===== src/rtl/multiplier_pkg.sv =====
// multiplier_pkg: shared width default, controller state encoding and taint combine helper
package multiplier_pkg;

   localparam int WIDTH_DEF = 4;

   typedef enum logic [2:0] {
      START = 3'd0,
      INIT  = 3'd1,
      SHIFT = 3'd2,
      NOP   = 3'd3,
      LOAD  = 3'd4,
      FINAL = 3'd5
   } ctrl_state_e;

   function automatic logic taint_or(input logic src_t, input logic strobe_t);
      return src_t | strobe_t;
   endfunction

endpackage


===== src/rtl/multiplier_datapath_taint_track_word_taint_reg_word.sv =====
// taint_reg_word: load-enable word register whose taint follows the loaded data or a tainted enable
module taint_reg_word
   import multiplier_pkg::*;
#(
   parameter int W = WIDTH_DEF
) (
   input  logic         clk,
   input  logic         rst,
   input  logic         en,
   input  logic         en_t,
   input  logic [W-1:0] d,
   input  logic         d_t,
   output logic [W-1:0] q,
   output logic         q_t
);

   logic [W-1:0] q_q, q_d;
   logic         q_t_q, q_t_d;

   // next value: load or hold; a tainted enable taints the word even when it is not asserted
   always_comb begin
      q_d   = en ? d : q_q;
      q_t_d = taint_or(en ? d_t : q_t_q, en_t);
   end

   // state register, cleared immediately on reset
   always_ff @(posedge clk or negedge rst) begin
      if (!rst) begin
         q_q   <= '0;
         q_t_q <= 1'b0;
      end else begin
         q_q   <= q_d;
         q_t_q <= q_t_d;
      end
   end

   assign q   = q_q;
   assign q_t = q_t_q;

endmodule


===== src/rtl/multiplier_datapath_taint_track_word.sv =====
// multiplier_datapath_taint_track_word: shift-add multiplier datapath with word-level predicate taint
module multiplier_datapath_taint_track_word
   import multiplier_pkg::*;
#(
   parameter int WIDTH = WIDTH_DEF
) (
   input  logic               clk,
   input  logic               rst,
   input  logic [WIDTH-1:0]   multiplicand,
   input  logic               multiplicand_t,
   input  logic [WIDTH-1:0]   multiplier,
   input  logic               multiplier_t,
   input  logic               rsload,
   input  logic               rsload_t,
   input  logic               rsclear,
   input  logic               rsclear_t,
   input  logic               rsshr,
   input  logic               rsshr_t,
   input  logic               mrld,
   input  logic               mrld_t,
   input  logic               mdld,
   input  logic               mdld_t,
   output logic [WIDTH-1:0]   multiplierReg,
   output logic               multiplierReg_t,
   output logic [2*WIDTH-1:0] product,
   output logic               product_t
);

   localparam int W2 = 2 * WIDTH;

   logic [WIDTH-1:0] md;
   logic             md_t;
   logic [W2:0]      rs_q, rs_d;
   logic             rs_t_q, rs_t_d;
   logic             rs_src_t;

   taint_reg_word #(.W(WIDTH)) u_md (
      .clk (clk),
      .rst (rst),
      .en  (mdld),
      .en_t(mdld_t),
      .d   (multiplicand),
      .d_t (multiplicand_t),
      .q   (md),
      .q_t (md_t)
   );

   taint_reg_word #(.W(WIDTH)) u_mr (
      .clk (clk),
      .rst (rst),
      .en  (mrld),
      .en_t(mrld_t),
      .d   (multiplier),
      .d_t (multiplier_t),
      .q   (multiplierReg),
      .q_t (multiplierReg_t)
   );

   // result op by priority clear > add > shift > hold; the add reads the pre-edge md, bit W2 catches the carry
   always_comb begin
      rs_d     = rs_q;
      rs_src_t = rs_t_q;
      if (rsclear) begin
         rs_d     = '0;
         rs_src_t = 1'b0;
      end else if (rsload) begin
         rs_d[W2:WIDTH] = {1'b0, rs_q[W2-1:WIDTH]} + {1'b0, md};
         rs_src_t       = rs_t_q | md_t;
      end else if (rsshr) begin
         rs_d = rs_q >> 1;
      end
      rs_t_d = taint_or(rs_src_t, rsclear_t | rsload_t | rsshr_t);
   end

   // result register, discarded at once on reset
   always_ff @(posedge clk or negedge rst) begin
      if (!rst) begin
         rs_q   <= '0;
         rs_t_q <= 1'b0;
      end else begin
         rs_q   <= rs_d;
         rs_t_q <= rs_t_d;
      end
   end

   assign product   = rs_q[W2-1:0];
   assign product_t = rs_t_q;

endmodule


===== config.mk =====
export PLATFORM = sky130hd
export DESIGN_NAME = multiplier_datapath_taint_track_word
export DESIGN_NICKNAME = d
export VERILOG_FILES = /design/src/rtl/multiplier_pkg.sv /design/src/rtl/multiplier_datapath_taint_track_word_taint_reg_word.sv /design/src/rtl/multiplier_datapath_taint_track_word.sv
export SDC_FILE = /design/constraint.sdc
export NUM_CORES = 1
export LEC_CHECK = 0
export BUFFER_PORTS_ARGS = -buffer_cell sky130_fd_sc_hd__buf_2
export CAP_MARGIN = 10
export CORE_ASPECT_RATIO = 0.9
export CORE_MARGIN = 2
export CORE_UTILIZATION = 47
export CTS_BUF_LIST = sky130_fd_sc_hd__clkbuf_16
export DETAILED_ROUTE_END_ITERATION = 6
export PLACE_DENSITY = 0.87
export SYNTH_ARGS = -nofsm -noshare
export SYNTH_HDL_FRONTEND = slang
export SYNTH_SLANG_ARGS = --single-unit

===== constraint.sdc =====
create_clock -name clk -period 1.95 [get_ports clk]
set_input_delay 0.0975 -clock clk [delete_from_list [all_inputs] [get_ports clk]]
set_output_delay 0.0975 -clock clk [all_outputs]
set_load 0.1 [all_outputs]

==> run_results.csv, run 1 <==
group,metric,value,unit
logic_synthesis,ys_types,26,
timing,min_period_over_period,80.6,%
routing,viasPerCell,5.08,
critical_path,critPathMaxFanout,4,
die,initial_utilization,48.6,%
logic_synthesis,postSynthNetCount,116,
clock_tree,cts_root_buf,"clkbuf_16",
die,die_h,48.4,um
timing,fin_setup_tns,0,ns
finish,drive_gt1_share,41.4,%
logic_synthesis,ys.flop_type,"dfrtp_1",
finish,n_antenna_cell,0,
clock_tree,worstSkewPairLatency,0.25,ns
logic_synthesis,async_flop_share,100,%
grt,grt_pass1_wl,3250,um
timing,period_minus_slack,1.57,ns
grt,grt_pass1_vias,719,
logic_synthesis,synthSimpleGateAreaFrac,10.2,%
logic_synthesis,synth-xor-area-share,0.850,%
pwr,finalPower,1200,uW
placed_design,postPlaceCellArea,0.00115,mm2
routing,dr.first_iter.drc_count,11,
routing,routed_wl,2040,um
die,pin_count,36,
finish,fin_nets,145,
timing,final.setup.worst_slack,0.377,ns
outcome,outcome,"complete, no violations",
finish,multi_input_area,427,um2
routing,via_count,726,
clock_tree,cts_htree_levels,1,
clock_tree,cts_sinks,20,
critical_path,end_kind,"flip-flop",
logic_synthesis,syn_area,0.00103,mm2
placed_design,dp.cells,139,
finish,regArea,500,um2
pwr,ir_drop,0.000925,V
run,cap_violations,0,
clock_tree,post_cts_resized,0,
logic_synthesis,synthCells,89,
critical_path,cp.required,2.10,ns
routing,ant_nets,0,
grt,antenna_found_initial,0,
timing,setup_viol_count_final,0,
placed_design,dp_slack,0.383,ns
critical_path,cp_cell_sequence,"ha_1 -> inv_1 -> fa_1 -> nor2b_1 -> o21ai_0 -> a311oi_1",
logic_synthesis,synthAdderAreaFrac,6.80,%
finish,fin_area,0.00124,mm2
timing,skew,0.00161,ns
clock_tree,numCtsBuffers,3,
routing,dr.pass1.iters,4,
die,die-area,0.00258,mm2
placed_design,port_buffers,35,
timing,finalHoldViolations,0,
finish,final_common_cell,"buf_2",
timing,tightest_slew,0.507,ns
logic_synthesis,synth_compound_area_share,9.59,%
pwr,leakage,0.000621,uW
logic_synthesis,ys_seq_elements,20,
clock_tree,cts.clk_slew.worst_paths,0.05,ns
timing,maxSlewHeadroom,66.4,%
logic_synthesis,avgSynthCellArea,11.6,um2
routing,wire_per_inst,14.3,um
grt,grt_max_degree,21,
critical_path,crit_path_top_delay_cell,"fa_1",
timing,rsz0062_at_grt,"false",
critical_path,worst_ep_arrival_time,1.73,ns
die,rows,16,
critical_path,critical_path_class,"flip-flop to flip-flop",
finish,finalNonFillerCells,143,
grt,track_usage,17.3,%
timing,slew_violations,0,
finish,mostFrequentLayoutCells,"35 x buf_2, 20 x dfrtp_1, 7 x mux2_2",
clock_tree,post_cts_buffers,0,
clock_tree,clk_path_buf_depth,2,
logic_synthesis,ys_warn_count,0,
logic_synthesis,synth_top_family_by_area,"multiplexers",
timing,max_freq,636,MHz
logic_synthesis,synth-edff-count,0,
finish,area_delta_synth_final,20.3,%
die,core_area,0.00212,mm2
routing,drcViolationCount,0,
logic_synthesis,synthMuxAreaShare,14.0,%
pwr,power_density,969,mW/mm2
die,die_w,53.4,um
worst_hold_path,hp-class,"input pin to flip-flop",
critical_path,critPathLaunchType,"flip-flop",
finish,fillers,180,
placed_design,place_hpwl,1540,um
clock_tree,cts_tree,"yes",
grt,grt-ovfl-total,0,
critical_path,slowest_delay,0.40,ns
logic_synthesis,yosysSeqAreaShare,48.5,%
placed_design,place.gp.congestion,0.775,
==> flip-flops by register name, indices dropped and copies added, names as in the netlist <==
name and cells:
u_mr.q_t 1, u_md.q 4, rs_q 9, product_t 1, u_md.q_t 1, u_mr.q 4
==> worst max-delay path: cells and delay by family (launching register included) <==
kind	cells	cell delay [ns]
adders and majority gates	2	0.59
DFF	1	0.39
AOI/OAI and AO/OA	2	0.32
and+or+nand+nor	1	0.12
buffers and inverters	1	0.06
==> cells in the mapped netlist (all sizes together) (3+ instances only) <==
library cell / instances / share of area [%]
nor2: 5 / 1.8
mux2: 8 / 9.1
nor2b: 6 / 3.6
inv: 5 / 1.8
a21oi: 4 / 1.9
buf: 10 / 7.4
o21ai: 3 / 1.5
a211oi: 5 / 3.6
dfrtp: 20 / 49
ha: 4 / 4.9
mux2i: 5 / 4.9
==> power by group <==
group | leakage [uW] | total (uW) | switching [uW] | internal [uW]
Clock | 0.0000370 | 407 | 137 | 270
Combinational | 0.000340 | 324 | 235 | 88.6
Sequential | 0.000245 | 470 | 22.7 | 447
Total | 0.000621 | 1200 | 396 | 806
==> routing by layer <==
layer | track usage, % | share of wire, % | up-vias
li1 | - | - | 355
met1 | 21.4 | 41 | 344
met2 | 28.8 | 51 | 23
met3 | 5.56 | 5.7 | 4
met4 | 4.27 | 1.6 | 0
met5 | 0 | 0 | -
==> final timing paths <==
path                                start   endpoint  slack (ns)  cells after the start
worst max-delay path              rs_q[4]    rs_q[8]        0.38                      6
worst min-delay path               mdld_t   u_md.q_t        0.04                      2
worst max register to register    rs_q[4]    rs_q[8]        0.38                      6
worst min register to register  u_mr.q[0]  u_mr.q[0]        0.50                      1
max in group asynchronous             rst  product_t        1.31                      2
min in group asynchronous             rst    rs_q[7]        0.33                      2
==> cell families after synthesis <==
group	Yosys count
xor+xnor	1
simple gates	18
mux	13
flops	20
fa+ha+maj	5
compound gates	15
buf+inv	17
==> through the flow <==
stage	utilization [%]	hold slack [ns]
after floorplan	-	-0.198
after global placement	54.4	0.0585
after detailed placement	54.4	0.0664
after CTS	58.4	0.0383
after global routing	58.4	0.0458
final	58.4	0.0379
==> final cells by class <==
cell class,count,share of cell area (%)
Multi-Input combinational cell,52,34.4
Timing Repair Buffer,36,14.9
Sequential cell,20,40.4
Inverter,5,1.51
Clock buffer,3,6.05
Tap cell,27,2.72
==> timing repair <==
action	in CTS	in global routing
endpoints found under the setup margin	0	0
hold buffers	1	0
endpoints found under the hold margin	20	0
Power figures use the tool's default switching activity.
==> run 2, diff against run 1 <==
--- a/config.mk
+++ b/config.mk
@@ -9,10 +9,10 @@
 export CAP_MARGIN = 10
 export CORE_ASPECT_RATIO = 0.9
 export CORE_MARGIN = 2
-export CORE_UTILIZATION = 47
+export CORE_UTILIZATION = 43
 export CTS_BUF_LIST = sky130_fd_sc_hd__clkbuf_16
 export DETAILED_ROUTE_END_ITERATION = 6
-export PLACE_DENSITY = 0.87
+export PLACE_DENSITY = 0.84
 export SYNTH_ARGS = -nofsm -noshare
 export SYNTH_HDL_FRONTEND = slang
 export SYNTH_SLANG_ARGS = --single-unit
==> constraint.sdc (replaced) <==
create_clock -name clk -period 1.4 [get_ports clk]
set_input_delay 0.07 -clock clk [delete_from_list [all_inputs] [get_ports clk]]
set_output_delay 0.07 -clock clk [all_outputs]
set_load 0.1 [all_outputs]
==> run_results.csv, run 2 (synthesis results as in run 1) <==
group,metric,value,unit
placed_design,place_hpwl,1570,um
critical_path,crit_start,"rs_q[4]",
placed_design,port_buffers,35,
die,die_h,50.5,um
finish,fin_nets,149,
critical_path,r2r-start,"rs_q[4]",
clock_tree,cts.clk_slew.worst_paths,0.06,ns
worst_hold_path,hp-start,"mrld_t",
die,rows,16,
routing,viasPerCell,5.09,
pwr,ir_drop,0.00108,V
critical_path,critPathLaunchType,"flip-flop",
finish,n_antenna_cell,0,
timing,min_period_over_period,104,%
die,die-area,0.00281,mm2
critical_path,critPathMaxFanout,2,
placed_design,place.gp.congestion,0.780,
routing,dr.first_iter.drc_count,9,
grt,grt_pass1_wl,3340,um
timing,fin_hold_ws,0.0186,ns
pwr,p_sw,594,uW
routing,wire_per_inst,14.6,um
clock_tree,numCtsBuffers,3,
routing,dr.pass1.iters,3,
pwr,seq_power_share,33.7,%
pwr,leakage,0.000656,uW
worst_hold_path,hold_depth,2,
grt,grt_max_degree,21,
clock_tree,cts_sinks,20,
outcome,violations,"negative setup slack",
critical_path,critical_path_class,"flip-flop to flip-flop",
run,cap_violations,0,
grt,antenna_found_initial,0,
critical_path,worst_ep_arrival_time,1.61,ns
timing,skew,0.000632,ns
routing,drcViolationCount,0,
critical_path,end_kind,"flip-flop",
timing,finalHoldViolations,0,
pwr,finalPower,1940,uW
timing,final.setup.worst_slack,-0.0569,ns
critical_path,cp.required,1.55,ns
clock_tree,clk_path_buf_depth,2,
timing,tightest_slew,0.493,ns
grt,track_usage,15.7,%
outcome,outcome,"finished, violations left",
routing,via_count,754,
timing,setup_viol_count_final,1,
finish,mostFrequentLayoutCells,"35 x buf_2, 20 x dfrtp_1, 7 x mux2_2",
critical_path,r2r_cells,6,
die,core_area,0.00222,mm2
grt,grt_pass1_vias,740,
timing,slew_violations,0,
grt,grt-ovfl-total,0,
finish,area_delta_synth_final,29.1,%
clock_tree,cts_root_buf,"clkbuf_16",
worst_hold_path,hp-class,"input pin to flip-flop",
pwr,combPwrFrac,26.1,%
die,die_w,55.6,um
clock_tree,worstSkewPairLatency,0.25,ns
timing,max_freq,686,MHz
routing,routed_wl,2170,um
timing,maxSlewHeadroom,67.3,%
clock_tree,cts_tree,"yes",
die,initial_utilization,46.4,%
finish,largest_register,"rs_q",
timing,rsz0062_at_grt,"true",
routing,ant_nets,0,
pwr,intPower,1340,uW
timing,period_minus_slack,1.46,ns
finish,largest_reg_flops,9,
die,pin_count,36,
placed_design,postPlaceCellArea,0.00118,mm2
finish,drive_gt1_share,49.6,%
pwr,power.share.clock,40.2,%
pwr,power_density,1460,mW/mm2
finish,final_common_cell,"buf_2",
finish,fin_area,0.00133,mm2
clock_tree,cts_htree_levels,1,
pwr,swShare,30.6,%
[run 2: path summary, 6_finish.rpt]
path | endpoint | slack [ns]
setup / recovery | rs_q[8] | -0.06
hold / removal | u_mr.q_t | 0.02
setup reg to reg | rs_q[8] | -0.06
hold reg to reg | u_mr.q[0] | 0.51
max in group asynchronous | rs_q[6] | 0.79
min in group asynchronous | rs_q[3] | 0.30
[run 2: routing by layer]
| metal | up-vias | track usage, % | wire [um] |
|---|---|---|---|
| li1 | 364 | - | - |
| met3 | 6 | 5.15 | 122 |
| met5 | - | 0 | 0 |
| met4 | 0 | 4.47 | 44 |
| met1 | 356 | 19.5 | 927 |
| met2 | 28 | 26.2 | 1070 |
[run 2: timing repair]
action	4_1_cts	5_1_grt
endpoints found under the setup margin	2	4
setup buffers	0	1
hold buffers	1	0
gates resized for setup	0	7
endpoints found under the hold margin	20	0
pin swaps	2	2
[run 2: stage by stage]
step                setup TNS [ns]  std cells  utilization [%]  setup slack (ns)
floorplan                 -0.00638         89                -          -0.00638
global placement                 0        142             53.1          0.000849
detailed placement         -0.0529        142             53.1           -0.0478
CTS                        -0.0539        147             58.3           -0.0539
global route                -0.192        148             59.9            -0.150
finish                     -0.0569        148             59.9           -0.0569
[run 2: area by class of cell]
| class | instances | area, um2 |
|---|---|---|
| Clock buffer | 3 | 75.1 |
| Clock inverter | 1 | 30.0 |
| Fill cell | 178 | 891 |
| Inverter | 5 | 18.8 |
| Multi-Input combinational cell | 52 | 458 |
| Sequential cell | 20 | 500 |
| Tap cell | 27 | 33.8 |
| Timing Repair Buffer | 40 | 215 |
[run 2: worst max-delay path, stage by stage, from the launching register on]
cell      delay [ns]
dfrtp_1         0.35
ha_2            0.19
inv_2           0.04
fa_2            0.34
nor2b_1         0.12
o21ai_1         0.06
a311oi_1        0.26
[run 2: power groups by stage]
stage | combinational (uW) | sequential [uW] | clock, uW
after floorplan | 271 | 763 | 0
after global placement | 458 | 656 | 0
after detailed placement | 476 | 660 | 0
after CTS | 482 | 650 | 787
after global routing | 534 | 658 | 806
final | 505 | 653 | 779
==> run 3, diff against run 2 <==
--- a/config.mk
+++ b/config.mk
@@ -13,6 +13,7 @@
 export CTS_BUF_LIST = sky130_fd_sc_hd__clkbuf_16
 export DETAILED_ROUTE_END_ITERATION = 6
 export PLACE_DENSITY = 0.84
+export RECOVER_POWER = 50
 export SYNTH_ARGS = -nofsm -noshare
 export SYNTH_HDL_FRONTEND = slang
 export SYNTH_SLANG_ARGS = --single-unit
==> run_results.csv, run 3 (synthesis results as in run 1) <==
group,metric,value,unit
pwr,finalPower,1940,uW
finish,n_antenna_cell,0,
placed_design,dp_slack,-0.0478,ns
timing,final.setup.worst_slack,-0.0569,ns
critical_path,end_kind,"flip-flop",
clock_tree,cts.clk_slew.worst_paths,0.06,ns
pwr,leakage,0.000657,uW
finish,largest_register,"rs_q",
finish,final_common_cell,"buf_2",
die,pin_count,36,
placed_design,postPlaceCellArea,0.00118,mm2
finish,mostFrequentLayoutCells,"34 x buf_2, 20 x dfrtp_1, 7 x mux2_2",
critical_path,critPathLaunchType,"flip-flop",
timing,tightest_slew,0.505,ns
routing,ant_nets,0,
clock_tree,numCtsBuffers,3,
routing,dr.pass1.iters,3,
outcome,outcome,"finished, violations left",
placed_design,place_hpwl,1570,um
critical_path,cp.required,1.55,ns
grt,track_usage,15.7,%
clock_tree,cts_root_buf,"clkbuf_16",
finish,area_delta_synth_final,29.1,%
routing,routed_wl,2170,um
die,rows,16,
timing,setup_viol_count_final,1,
grt,grt-ovfl-total,0,
finish,fin_area,0.00133,mm2
worst_hold_path,hp-class,"input pin to flip-flop",
finish,fin_nets,149,
timing,maxSlewHeadroom,66.3,%
die,initial_utilization,46.4,%
clock_tree,clk_path_buf_depth,2,
grt,grt_max_degree,21,
routing,via_count,754,
timing,fin_hold_ws,0.0186,ns
placed_design,port_buffers,35,
clock_tree,cts_htree_levels,1,
timing,finalHoldViolations,0,
die,die-area,0.00281,mm2
critical_path,worst_ep_arrival_time,1.61,ns
finish,largest_reg_flops,9,
outcome,violations,"negative setup slack",
run,cap_violations,0,
timing,skew,0.000632,ns
critical_path,r2r_slack,-0.06,ns
grt,grt_pass1_wl,3340,um
clock_tree,cts_tree,"yes",
timing,rsz0062_at_grt,"true",
finish,drive_gt1_share,49.6,%
routing,dr.first_iter.drc_count,9,
finish,layout.core_utilization,59.9,%
timing,min_period_over_period,104,%
critical_path,critical_path_class,"flip-flop to flip-flop",
die,die_w,55.6,um
critical_path,critPathMaxFanout,2,
clock_tree,cts_sinks,20,
die,die_h,50.5,um
routing,wire_per_inst,14.6,um
placed_design,place.gp.congestion,0.780,
pwr,ir_drop,0.00108,V
timing,slew_violations,0,
routing,viasPerCell,5.09,
timing,max_freq,686,MHz
grt,grt_pass1_vias,740,
timing,period_minus_slack,1.46,ns
die,core_area,0.00222,mm2
grt,antenna_found_initial,0,
routing,drcViolationCount,0,
pwr,power_density,1460,mW/mm2
clock_tree,worstSkewPairLatency,0.25,ns
==> run 3: changes by cell type in the layout (fill, tap and decap cells not counted), sizes merged <==
cell | before | now
clkbuf | 3 | 4
buf | 39 | 38
==> run 3: worst max-delay path: stages (launching register included) <==
cell      delay [ns]
dfrtp_1         0.35
ha_2            0.19
inv_2           0.04
fa_2            0.34
nor2b_1         0.12
o21ai_1         0.06
a311oi_1        0.26
==> run 3: final cells by class <==
type	instances	area, um2
Clock buffer	3	75.1
Clock inverter	1	30.0
Fill cell	178	891
Inverter	5	18.8
Multi-Input combinational cell	52	458
Sequential cell	20	500
Tap cell	27	33.8
Timing Repair Buffer	40	215
==> run 3: per-layer routing <==
metal / part of all wire [%] / wire [um] / up-vias / GRT usage (%)
li1: - / - / 364 / -
met1: 43 / 926 / 356 / 19.5
met2: 49 / 1070 / 28 / 26.2
met3: 5.6 / 122 / 6 / 5.15
met4: 2.0 / 44 / 0 / 4.47
met5: 0 / 0 / - / 0
==> run 3: repair_timing <==
action | 4_1_cts | 5_1_grt
endpoints found under the hold margin | 20 | 0
setup buffers | 0 | 1
cloned | 0 | 0
endpoints found under the setup margin | 2 | 4
pin swaps | 2 | 2
gates resized for setup | 0 | 7
hold buffers | 1 | 0
==> run 3: worst paths after layout <==
| path | start | endpoint | cells after the start |
|---|---|---|---|
| min in group asynchronous | rst | rs_q[3] | 2 |
| worst max register to register | rs_q[4] | rs_q[8] | 6 |
| max in group asynchronous | rst | rs_q[6] | 2 |
| worst min-delay path | mrld_t | u_mr.q_t | 2 |
| worst min register to register | u_mr.q[0] | u_mr.q[0] | 1 |
| worst max-delay path | rs_q[4] | rs_q[8] | 6 |
==> run 3: through the flow <==
stage	TNS, ns	cells
after floorplan	-0.00638	89
after global placement	0	142
after detailed placement	-0.0529	142
after CTS	-0.0539	147
after global routing	-0.192	148
final	-0.0569	148
==> run 3: power breakdown <==
group | total, uW | switching (uW) | internal (uW) | leakage (uW)
combinational | 505 | 351 | 154 | 0.000361
clock | 779 | 212 | 567 | 0.0000511
sequential | 653 | 30.5 | 623 | 0.000245
